### src/rtl/exe_wb_arbiter_pkg.sv
// Shared types and default sizing for the execute-stage writeback arbiter.
// The rr_wrap helper steps a round-robin index modulo the FU count.
package exe_wb_arbiter_pkg;

  localparam int NUM_EXE_FU   = 4;
  localparam int NUM_WB_PORTS = 2;
  localparam int EXE_XLEN     = 32;
  localparam int EXE_PRF_W    = 6;
  localparam int EXE_ROB_W    = 5;

  typedef struct packed {
    logic                 wb_en;
    logic [EXE_PRF_W-1:0] wb_addr;
    logic [EXE_XLEN-1:0]  wb_data;
    logic [EXE_ROB_W-1:0] rob_idx;
    logic [31:0]          pc;
  } exe_wb_req_t;

  // Wraps an index in [0, 2n) back into [0, n).
  function automatic int rr_wrap(input int idx, input int n);
    return (idx >= n) ? idx - n : idx;
  endfunction

endpackage

### src/rtl/exe_wb_arbiter_fifo.sv
// Per-FU in-order result FIFO with combinational head.
// Supports simultaneous enqueue/dequeue; flush and reset empty it.
module exe_wb_fifo #(
  parameter int  BUF_DEPTH = 2,
  parameter type T         = logic,
  localparam int PTR_W     = $clog2(BUF_DEPTH),
  localparam int CNT_W     = PTR_W + 1
) (
  input  logic             clk,
  input  logic             rst,
  input  logic             flush,
  input  logic             enq,
  input  T                 enq_data,
  input  logic             deq,
  output T                 head,
  output logic             empty,
  output logic             full,
  output logic [CNT_W-1:0] count
);

  T                 r_mem [BUF_DEPTH];
  logic [PTR_W-1:0] r_rd_ptr;
  logic [PTR_W-1:0] r_wr_ptr;
  logic [CNT_W-1:0] r_count;

  // Storage is left unreset; pointers and count alone define validity.
  always_ff @(posedge clk) begin
    if (enq) r_mem[r_wr_ptr] <= enq_data;
  end

  always_ff @(posedge clk) begin
    if (rst || flush) begin
      r_rd_ptr <= '0;
      r_wr_ptr <= '0;
      r_count  <= '0;
    end else begin
      if (enq) r_wr_ptr <= r_wr_ptr + PTR_W'(1);
      if (deq) r_rd_ptr <= r_rd_ptr + PTR_W'(1);
      case ({enq, deq})
        2'b10:   r_count <= r_count + CNT_W'(1);
        2'b01:   r_count <= r_count - CNT_W'(1);
        default: r_count <= r_count;
      endcase
    end
  end

  assign head  = r_mem[r_rd_ptr];
  assign empty = (r_count == '0);
  assign full  = (r_count == CNT_W'(BUF_DEPTH));
  assign count = r_count;

endmodule

### src/rtl/exe_wb_arbiter.sv
// Buffers FU results per source and grants up to NUM_WB_PORTS of them per
// cycle, round-robin, onto PRF writeback / ROB completion / wakeup ports.
module exe_wb_arbiter #(
  parameter int NUM_FU       = exe_wb_arbiter_pkg::NUM_EXE_FU,
  parameter int NUM_WB_PORTS = exe_wb_arbiter_pkg::NUM_WB_PORTS,
  parameter int BUF_DEPTH    = 2,
  parameter int XLEN         = 32,
  parameter int PRF_ADDR_W   = 6,
  parameter int ROB_IDX_W    = 5
) (
  input  logic                                    clk,
  input  logic                                    rst,
  input  logic                                    flush,
  input  logic [NUM_FU-1:0]                       fu_valid,
  output logic [NUM_FU-1:0]                       fu_ready,
  input  logic [NUM_FU-1:0]                       fu_wb_en,
  input  logic [NUM_FU-1:0][PRF_ADDR_W-1:0]       fu_wb_addr,
  input  logic [NUM_FU-1:0][XLEN-1:0]             fu_wb_data,
  input  logic [NUM_FU-1:0][ROB_IDX_W-1:0]        fu_rob_idx,
  input  logic [NUM_FU-1:0][31:0]                 fu_pc,
  output logic [NUM_WB_PORTS-1:0]                 wb_valid,
  output logic [NUM_WB_PORTS-1:0]                 wb_en,
  output logic [NUM_WB_PORTS-1:0][PRF_ADDR_W-1:0] wb_addr,
  output logic [NUM_WB_PORTS-1:0][XLEN-1:0]       wb_data,
  output logic [NUM_WB_PORTS-1:0][ROB_IDX_W-1:0]  wb_rob_idx,
  output logic [NUM_WB_PORTS-1:0][31:0]           wb_pc,
  output logic [NUM_WB_PORTS-1:0]                 bcast_valid,
  output logic [NUM_WB_PORTS-1:0][PRF_ADDR_W-1:0] bcast_prf
);

  import exe_wb_arbiter_pkg::*;

  localparam int RR_W  = (NUM_FU > 1) ? $clog2(NUM_FU) : 1;
  localparam int CNT_W = $clog2(BUF_DEPTH) + 1;

  typedef struct packed {
    logic                  wb_en;
    logic [PRF_ADDR_W-1:0] wb_addr;
    logic [XLEN-1:0]       wb_data;
    logic [ROB_IDX_W-1:0]  rob_idx;
    logic [31:0]           pc;
  } req_t;

  req_t                w_head  [NUM_FU];
  logic [CNT_W-1:0]    w_count [NUM_FU];
  logic [NUM_FU-1:0]   w_empty;
  logic [NUM_FU-1:0]   w_full;
  logic [NUM_FU-1:0]   w_enq;
  logic [NUM_FU-1:0]   w_deq;
  logic [NUM_FU-1:0]   w_grant;

  logic [NUM_WB_PORTS-1:0] w_port_valid;
  logic [RR_W-1:0]         w_port_sel [NUM_WB_PORTS];
  logic                    w_any_grant;
  logic [RR_W-1:0]         w_rr_next;
  logic [RR_W-1:0]         r_rr;

  for (genvar gi = 0; gi < NUM_FU; gi++) begin : g_fu
    req_t w_enq_data;

    assign w_enq_data = '{wb_en:   fu_wb_en[gi],
                          wb_addr: fu_wb_addr[gi],
                          wb_data: fu_wb_data[gi],
                          rob_idx: fu_rob_idx[gi],
                          pc:      fu_pc[gi]};

    // Ready comes from the registered count only, so a full FIFO stays
    // not-ready even while its head is being granted.
    assign fu_ready[gi] = (w_count[gi] != CNT_W'(BUF_DEPTH));
    assign w_enq[gi]    = fu_valid[gi] & ~w_full[gi] & ~flush;
    assign w_deq[gi]    = w_grant[gi] & ~flush;

    exe_wb_fifo #(
      .BUF_DEPTH (BUF_DEPTH),
      .T         (req_t)
    ) u_fifo (
      .clk      (clk),
      .rst      (rst),
      .flush    (flush),
      .enq      (w_enq[gi]),
      .enq_data (w_enq_data),
      .deq      (w_deq[gi]),
      .head     (w_head[gi]),
      .empty    (w_empty[gi]),
      .full     (w_full[gi]),
      .count    (w_count[gi])
    );
  end

  always_comb begin
    int              n_granted;
    logic [RR_W-1:0] idx;
    w_grant      = '0;
    w_port_valid = '0;
    w_any_grant  = 1'b0;
    w_rr_next    = r_rr;
    n_granted    = 0;
    idx          = '0;
    for (int k = 0; k < NUM_WB_PORTS; k++) w_port_sel[k] = '0;
    for (int o = 0; o < NUM_FU; o++) begin
      idx = RR_W'(rr_wrap(int'(r_rr) + o, NUM_FU));
      if (!w_empty[idx] && n_granted < NUM_WB_PORTS) begin
        w_grant[idx] = 1'b1;
        for (int k = 0; k < NUM_WB_PORTS; k++) begin
          if (k == n_granted) begin
            w_port_valid[k] = 1'b1;
            w_port_sel[k]   = idx;
          end
        end
        w_any_grant = 1'b1;
        w_rr_next   = RR_W'(rr_wrap(int'(idx) + 1, NUM_FU));
        n_granted   = n_granted + 1;
      end
    end
  end

  always_ff @(posedge clk) begin
    if (rst || flush) begin
      r_rr <= '0;
    end else if (w_any_grant) begin
      r_rr <= w_rr_next;
    end
  end

  for (genvar gi = 0; gi < NUM_WB_PORTS; gi++) begin : g_port
    req_t w_sel;

    assign w_sel           = w_port_valid[gi] ? w_head[w_port_sel[gi]] : '0;
    assign wb_valid[gi]    = w_port_valid[gi];
    assign wb_en[gi]       = w_sel.wb_en;
    assign wb_addr[gi]     = w_sel.wb_addr;
    assign wb_data[gi]     = w_sel.wb_data;
    assign wb_rob_idx[gi]  = w_sel.rob_idx;
    assign wb_pc[gi]       = w_sel.pc;
    assign bcast_valid[gi] = w_port_valid[gi] & w_sel.wb_en;
    assign bcast_prf[gi]   = w_sel.wb_addr;
  end

endmodule

### config.mk
export PLATFORM = sky130hd
export DESIGN_NAME = exe_wb_arbiter
export DESIGN_NICKNAME = d
export VERILOG_FILES = /design/src/rtl/exe_wb_arbiter_pkg.sv /design/src/rtl/exe_wb_arbiter_fifo.sv /design/src/rtl/exe_wb_arbiter.sv
export SDC_FILE = /design/constraint.sdc
export NUM_CORES = 1
export LEC_CHECK = 0
export BUFFER_PORTS_ARGS = -buffer_cell sky130_fd_sc_hd__clkbuf_2
export CORE_MARGIN = 5
export CORE_UTILIZATION = 51
export CTS_CLUSTER_SIZE = 10
export DETAILED_ROUTE_END_ITERATION = 16
export GPL_TIMING_DRIVEN = 0
export PLACE_DENSITY = 0.73
export SYNTH_ARGS = -nofsm -noshare
export SYNTH_HDL_FRONTEND = slang
export SYNTH_SLANG_ARGS = --single-unit
### constraint.sdc
create_clock -name clk -period 4.5 [get_ports clk]
set_input_delay 0.225 -clock clk [delete_from_list [all_inputs] [get_ports clk]]
set_output_delay 0.225 -clock clk [all_outputs]
set_load 0.05 [all_outputs]
After elaboration in Yosys (flattened, before gate mapping)
Memory sizes are Yosys's and may differ from the RTL's. A register that Yosys moved wholly into a read port is not among the register bits.
Index checks and enable logic that the tools add are counted.
W data, S select, Z words.
{ "classes": {"order_cmp": 21, "muxes": 86, "bitwise": 24, "eq_ne": 20, "n_reduce_logical": 23, "addsub": 33} }
{ "ops": {"columns": ["cell", "count"], "rows": [
  ["$mux W76", 6],
  ["$bmux W76 S2", 2],
  ["$eq A2 B32 Y1 const A", 3],
  ["$logic_not A32 Y1", 3],
  ["$lt A32 B3 Y1 const B", 3],
  ["$add A32 B2 Y32 const B", 2],
  ["$mux W32", 2],
  ["$mux W2", 22],
  ["$mux W1", 35],
  ["$mux W4", 7],
  ["$ge A3 B3 Y1 const B", 9],
  ["$sub A2 B1 Y2 const B", 12],
  ["$eq A2 B2 Y1 const B", 8],
  ["$pmux W2 S2", 4],
  ["$add A2 B1 Y3 const B", 5],
  ["$and A1 B1 Y1", 14],
  ["$lt A2 B3 Y1 const B", 4],
  ["$or A4 B4 Y4", 3],
  ["$add A1 B1 Y1 const B", 8],
  ["$add A2 B1 Y2 const B", 4],
  ["$bmux W1 S2", 4],
  ["$demux W1 S2", 4],
  ["$eq A2 B1 Y1 const B", 4],
  ["$ge A2 B1 Y1 const B", 4],
  ["other kinds (12)", 35]
]} }
{ "totals": {"word_cells": 224, "in_bits": 311, "n_memories": 4, "mem_bits_rw": 608, "out_inout_bits": 172, "register_bits": 18} }
{ "memory_table": {"columns": ["name", "depth", "width", "rd", "rd_clocked_by_memory_dff", "write_ports", "line_no", "source"], "rows": [
  ["g_fu[0].u_fifo.r_mem", 2, 76, 1, 1, 1, "exe_wb_arbiter_fifo.sv:21", "T r_mem [BUF_DEPTH];"],
  ["g_fu[1].u_fifo.r_mem", 2, 76, 1, 1, 1, "exe_wb_arbiter_fifo.sv:21", null],
  ["g_fu[2].u_fifo.r_mem", 2, 76, 1, 1, 1, "exe_wb_arbiter_fifo.sv:21", null],
  ["g_fu[3].u_fifo.r_mem", 2, 76, 1, 1, 1, "exe_wb_arbiter_fifo.sv:21", null]
]} }

Depth between registers and ports, before layout
{ "depth": {"word_depth": 20, "mapped_depth": 16, "mapped_depth_nobuf": 12} }

By module
From an unflattened synthesis, not the netlist that was laid out.
{ "hier_totals": {"cells_unflattened": 2492, "area_unflattened_um2": 33291.9} }
{ "by_module_without_submodules": {"columns": ["mod", "instances", "seq_area_each_um2", "cells_per_inst", "area_per_inst_um2"], "rows": [
  ["exe_wb_fifo", 4, 4664.5, 258, 5672.9],
  ["exe_wb_arbiter", 1, 40.0, 1460, 10600.2]
]} }

Least setup slack after synthesis
OpenSTA, ideal clock, no wires.
{ "synth_timing": {"path_kind": "reg-to-output", "startpoint": "reg r_rr[0]", "endpoint": "out wb_addr[4] (netlist name)", "path_buffers": 4, "stages_incl_launch_ff": 16, "arrival_ns": 5.059, "t_required_ns": 4.275, "path_slack_ns": -0.784, "path_cell_list": "dfxtp_1 buf_2 inv_2 ha_1 mux4_2 clkinv_1 ha_1 clkbuf_1 inv_1 o21ai_0 a221oi_1 nor4_2 buf_2 nor2_1 o32ai_1 buf_4"} }
{ "synth_lines": {"columns": ["element", "line_no", "source"], "rows": [
  ["start: declaration", "exe_wb_arbiter.sv:56", "logic [RR_W-1:0] r_rr;"],
  ["start signal: assignment", "exe_wb_arbiter.sv:121", "r_rr <= w_rr_next;"],
  ["end: declaration", "exe_wb_arbiter.sv:23", "output logic [NUM_WB_PORTS-1:0][PRF_ADDR_W-1:0] wb_addr,"]
]} }

==> impl_metrics.json <==
{
  "status": "finished with violations",
  "violations": "setup timing",
  "synth-seq-cells": 630,
  "hpwlAfterDp_um": 63700,
  "grt_pass1_vias": 22900,
  "initial_core_util": 0.517,
  "ys_seq_area_frac": 0.669,
  "dr.pass1.iters": 8,
  "syn_nets": 2208,
  "fill_cells": 3287,
  "io_buffers": 482,
  "fin_crit_sh": 1.00,
  "clkPwrFrac": 0.290,
  "core_area_mm2": 0.0540,
  "synth_cell_type_count": 52,
  "rows": 85,
  "grt_max_degree": 31,
  "nets": 3129,
  "seq_power_share": 0.367,
  "tightest_slew_ns": 1.09,
  "ys.flop_type": "edfxtp_1",
  "required_ns": 4.28,
  "drcViolationCount": 0,
  "critPathLaunchType": "flop",
  "arrival_ns": 4.30,
  "p_sw_uw": 6170,
  "die_w_um": 244,
  "design_area_mm2": 0.0393,
  "cp_max_fo": 11,
  "syn_area_per_cell_um2": 14.8,
  "routed_wl_um": 101000,
  "vias": 22100,
  "wl_per_cell_um": 28.5,
  "antenna_found_initial": 17,
  "slew_viol_final": 0,
  "cts.sinks": 630,
  "finalClockSkew_ns": 0.0233,
  "grt_use_total": 0.319,
  "cap_violations": 0,
  "p_int_uw": 12000,
  "area_growth_syn_to_layout_pct": 40.7,
  "ant_nets": 0,
  "hp-class": "input pin to flop",
  "dieArea_mm2": 0.0596,
  "ir_worst_vdd_uv": 393,
  "dp_slack_ns": -1.43,
  "setup_viol": 1,
  "rsz0062_at_grt": "yes",
  "io-pin-count": 483,
  "synthCells": 1884,
  "cts_tree": "built",
  "swShare": 0.339,
  "async_reset_ff_frac": 0,
  "synth_area_mm2": 0.0280,
  "r2r_slack_ns": 0.88,
  "cts_buffer_depth": 3,
  "worst_slack_ns": -0.0215,
  "p_comb_frac": 0.343,
  "die-height_um": 244,
  "final_common_cell": "edfxtp_1",
  "synth_xor_area_frac": 0.00564,
  "power_uw": 18200,
  "clockRootBuffer": "clkbuf_16",
  "clk_pin_slew_worst_paths_ns": 0.06,
  "grt_pass1_wl_um": 143000,
  "viasPerCell": 6.25,
  "max_slew_margin": 0.276,
  "synth_edf_count": 608,
  "final_cell_mix": "608 x edfxtp_1, 372 x clkbuf_2, 305 x dlygate4sd3_1",
  "grt_overflow": 0,
  "synth-simple-area-share": 0.0397,
  "critical_path_class": "flop to output pin",
  "gp_congestion": 0.897,
  "h-tree-depth": 3,
  "cts_buffers": 73,
  "drive_gt1_frac": 0.362,
  "p_per_area_mw_per_mm2": 463,
  "yosys_warnings": 0,
  "synth.area.mux_share": 0.169,
  "synth_compound_area_frac": 0.0845,
  "hold_violations": 0,
  "max_freq_ghz": 0.221,
  "leakage_uw": 0.0143,
  "min_period_ns": 4.52,
  "end_kind": "output pin",
  "drt-initial-drc-count": 2729,
  "place_area_mm2": 0.0319,
  "synth_top_family_by_area": "multiplexers",
  "clkLatencyLatePin_ns": 0.61,
  "synth_adder_area_share": 0.00582
}
[critical path: stages, from the launching register on]
cell and delay, ns:
dfxtp_1 0.37, or2_4 0.30, mux4_2 0.58, clkinv_4 0.12
ha_4 0.23, buf_4 0.14, o2111a_1 0.13, nor4_4 0.25
buf_6 0.23, buf_4 0.23, buf_2 0.30, o21ai_0 0.22
o22ai_1 0.28, clkbuf_4 0.29
[routing by layer]
metal  share of wire  GRT usage  wire, um
met3           0.097     0.0586      9820
met4           0.052      0.148      5240
met1            0.36      0.403     36400
met5         0.00013          0        13
met2            0.49      0.538     49600
[power by group through the flow]
stage	registers (uW)	clock network, uW	logic (uW)
6_report	6680	5280	6240
5_1_grt	6690	5570	6410
4_1_cts	6680	5290	5640
3_5_place_dp	6800	0	4630
3_3_place_gp	6830	0	4520
2_1_floorplan	6800	0	3210
[final cells by class]
class / count / area, um2 / area share
Antenna cell: 17 / 42.5 / 0.00108
Buffer: 134 / 990 / 0.0252
Clock buffer: 92 / 1940 / 0.0493
Clock inverter: 6 / 73.8 / 0.00188
Inverter: 10 / 62.6 / 0.00159
Multi-Input combinational cell: 1104 / 9540 / 0.242
Sequential cell: 630 / 18700 / 0.476
Tap cell: 696 / 871 / 0.0221
Timing Repair Buffer: 852 / 7110 / 0.181
[final timing paths]
check / endpoint / startpoint / cells after the start
min: g_fu[0].u_fifo.count[1]$_SDFFE_PP0P_ / flush / 3
max reg2reg: g_fu[1].u_fifo.count[1]$_SDFFE_PP0P_ / g_fu[2].u_fifo.count[1]$_SDFFE_PP0P_ / 11
max: wb_data[40] / g_fu[2].u_fifo.count[1]$_SDFFE_PP0P_ / 13
min reg2reg: g_fu[3].u_fifo.r_rd_ptr$_SDFFE_PP0P_ / g_fu[3].u_fifo.r_rd_ptr$_SDFFE_PP0P_ / 2
[timing repair]
item                                    4_1_cts  5_1_grt
endpoints found under the hold margin       609        0
resized for setup                           350      222
endpoints found under the setup margin      166      166
gates cloned                                  1        4
pin swaps                                    26       42
hold buffers                                305        0
setup buffers                                29        8
[registers in the layout, summed over array words and instances, names as in the netlist, named ones only]
register	count
g_fu.u_fifo.r_mem	608
g_fu.u_fifo.count	8
g_fu.u_fifo.r_rd_ptr	4
g_fu.u_fifo.r_wr_ptr	4
r_rr	2
[cell usage after synthesis (all sizes together) (2+ instances only)]
master	count	area, um2
a2111oi	2	17.5
a211oi	10	75.1
a21boi	5	37.5
a21oi	16	80.1
a221oi	2	23.8
a222oi	4	40.0
a22oi	2	15.0
and2	2	12.5
and3	2	12.5
buf	52	369
clkbuf	88	330
dfxtp	22	440
edfxtp	608	18300
ha	13	163
inv	9	33.8
mux2	160	1800
mux2i	281	2810
mux4	5	113
nand2	152	571
nand2b	4	25.0
nand3	3	15.0
nand3b	12	90.1
nor2	55	206
nor2b	8	50.1
nor3	5	25.0
nor4	2	25.0
o211ai	5	37.5
o21ai	165	830
o22ai	77	482
o2bb2ai	68	596
o32ai	8	70.1
or2	5	31.3
or3	4	25.0
xnor2	10	87.6
xor2	8	70.1
[stage by stage]
| stage | setup TNS [ns] | instances | hold slack (ns) | util |
|---|---|---|---|---|
| 2_1_floorplan | -206.83 | 1884 | 0.324 | - |
| 3_3_place_gp | -2137.94 | 3062 | 0.413 | 0.581 |
| 3_5_place_dp | -163.23 | 3085 | 0.417 | 0.591 |
| 4_1_cts | 0 | 3516 | 0.115 | 0.714 |
| 5_1_grt | -1.79 | 3537 | 0.168 | 0.728 |
| 6_report | -0.0215 | 3541 | 0.153 | 0.728 |
[cells by family (layout without fill, tap and decap cells)]
logic type      Yosys count  in the layout
flops                   630            630
mux                     446            446
compound gates          370            370
simple gates            257            257
buf+inv                 150           1094
xor+xnor                 18             18
fa+ha+maj                13             13
other cells               0             17
Power figures use the tool's default switching activity.
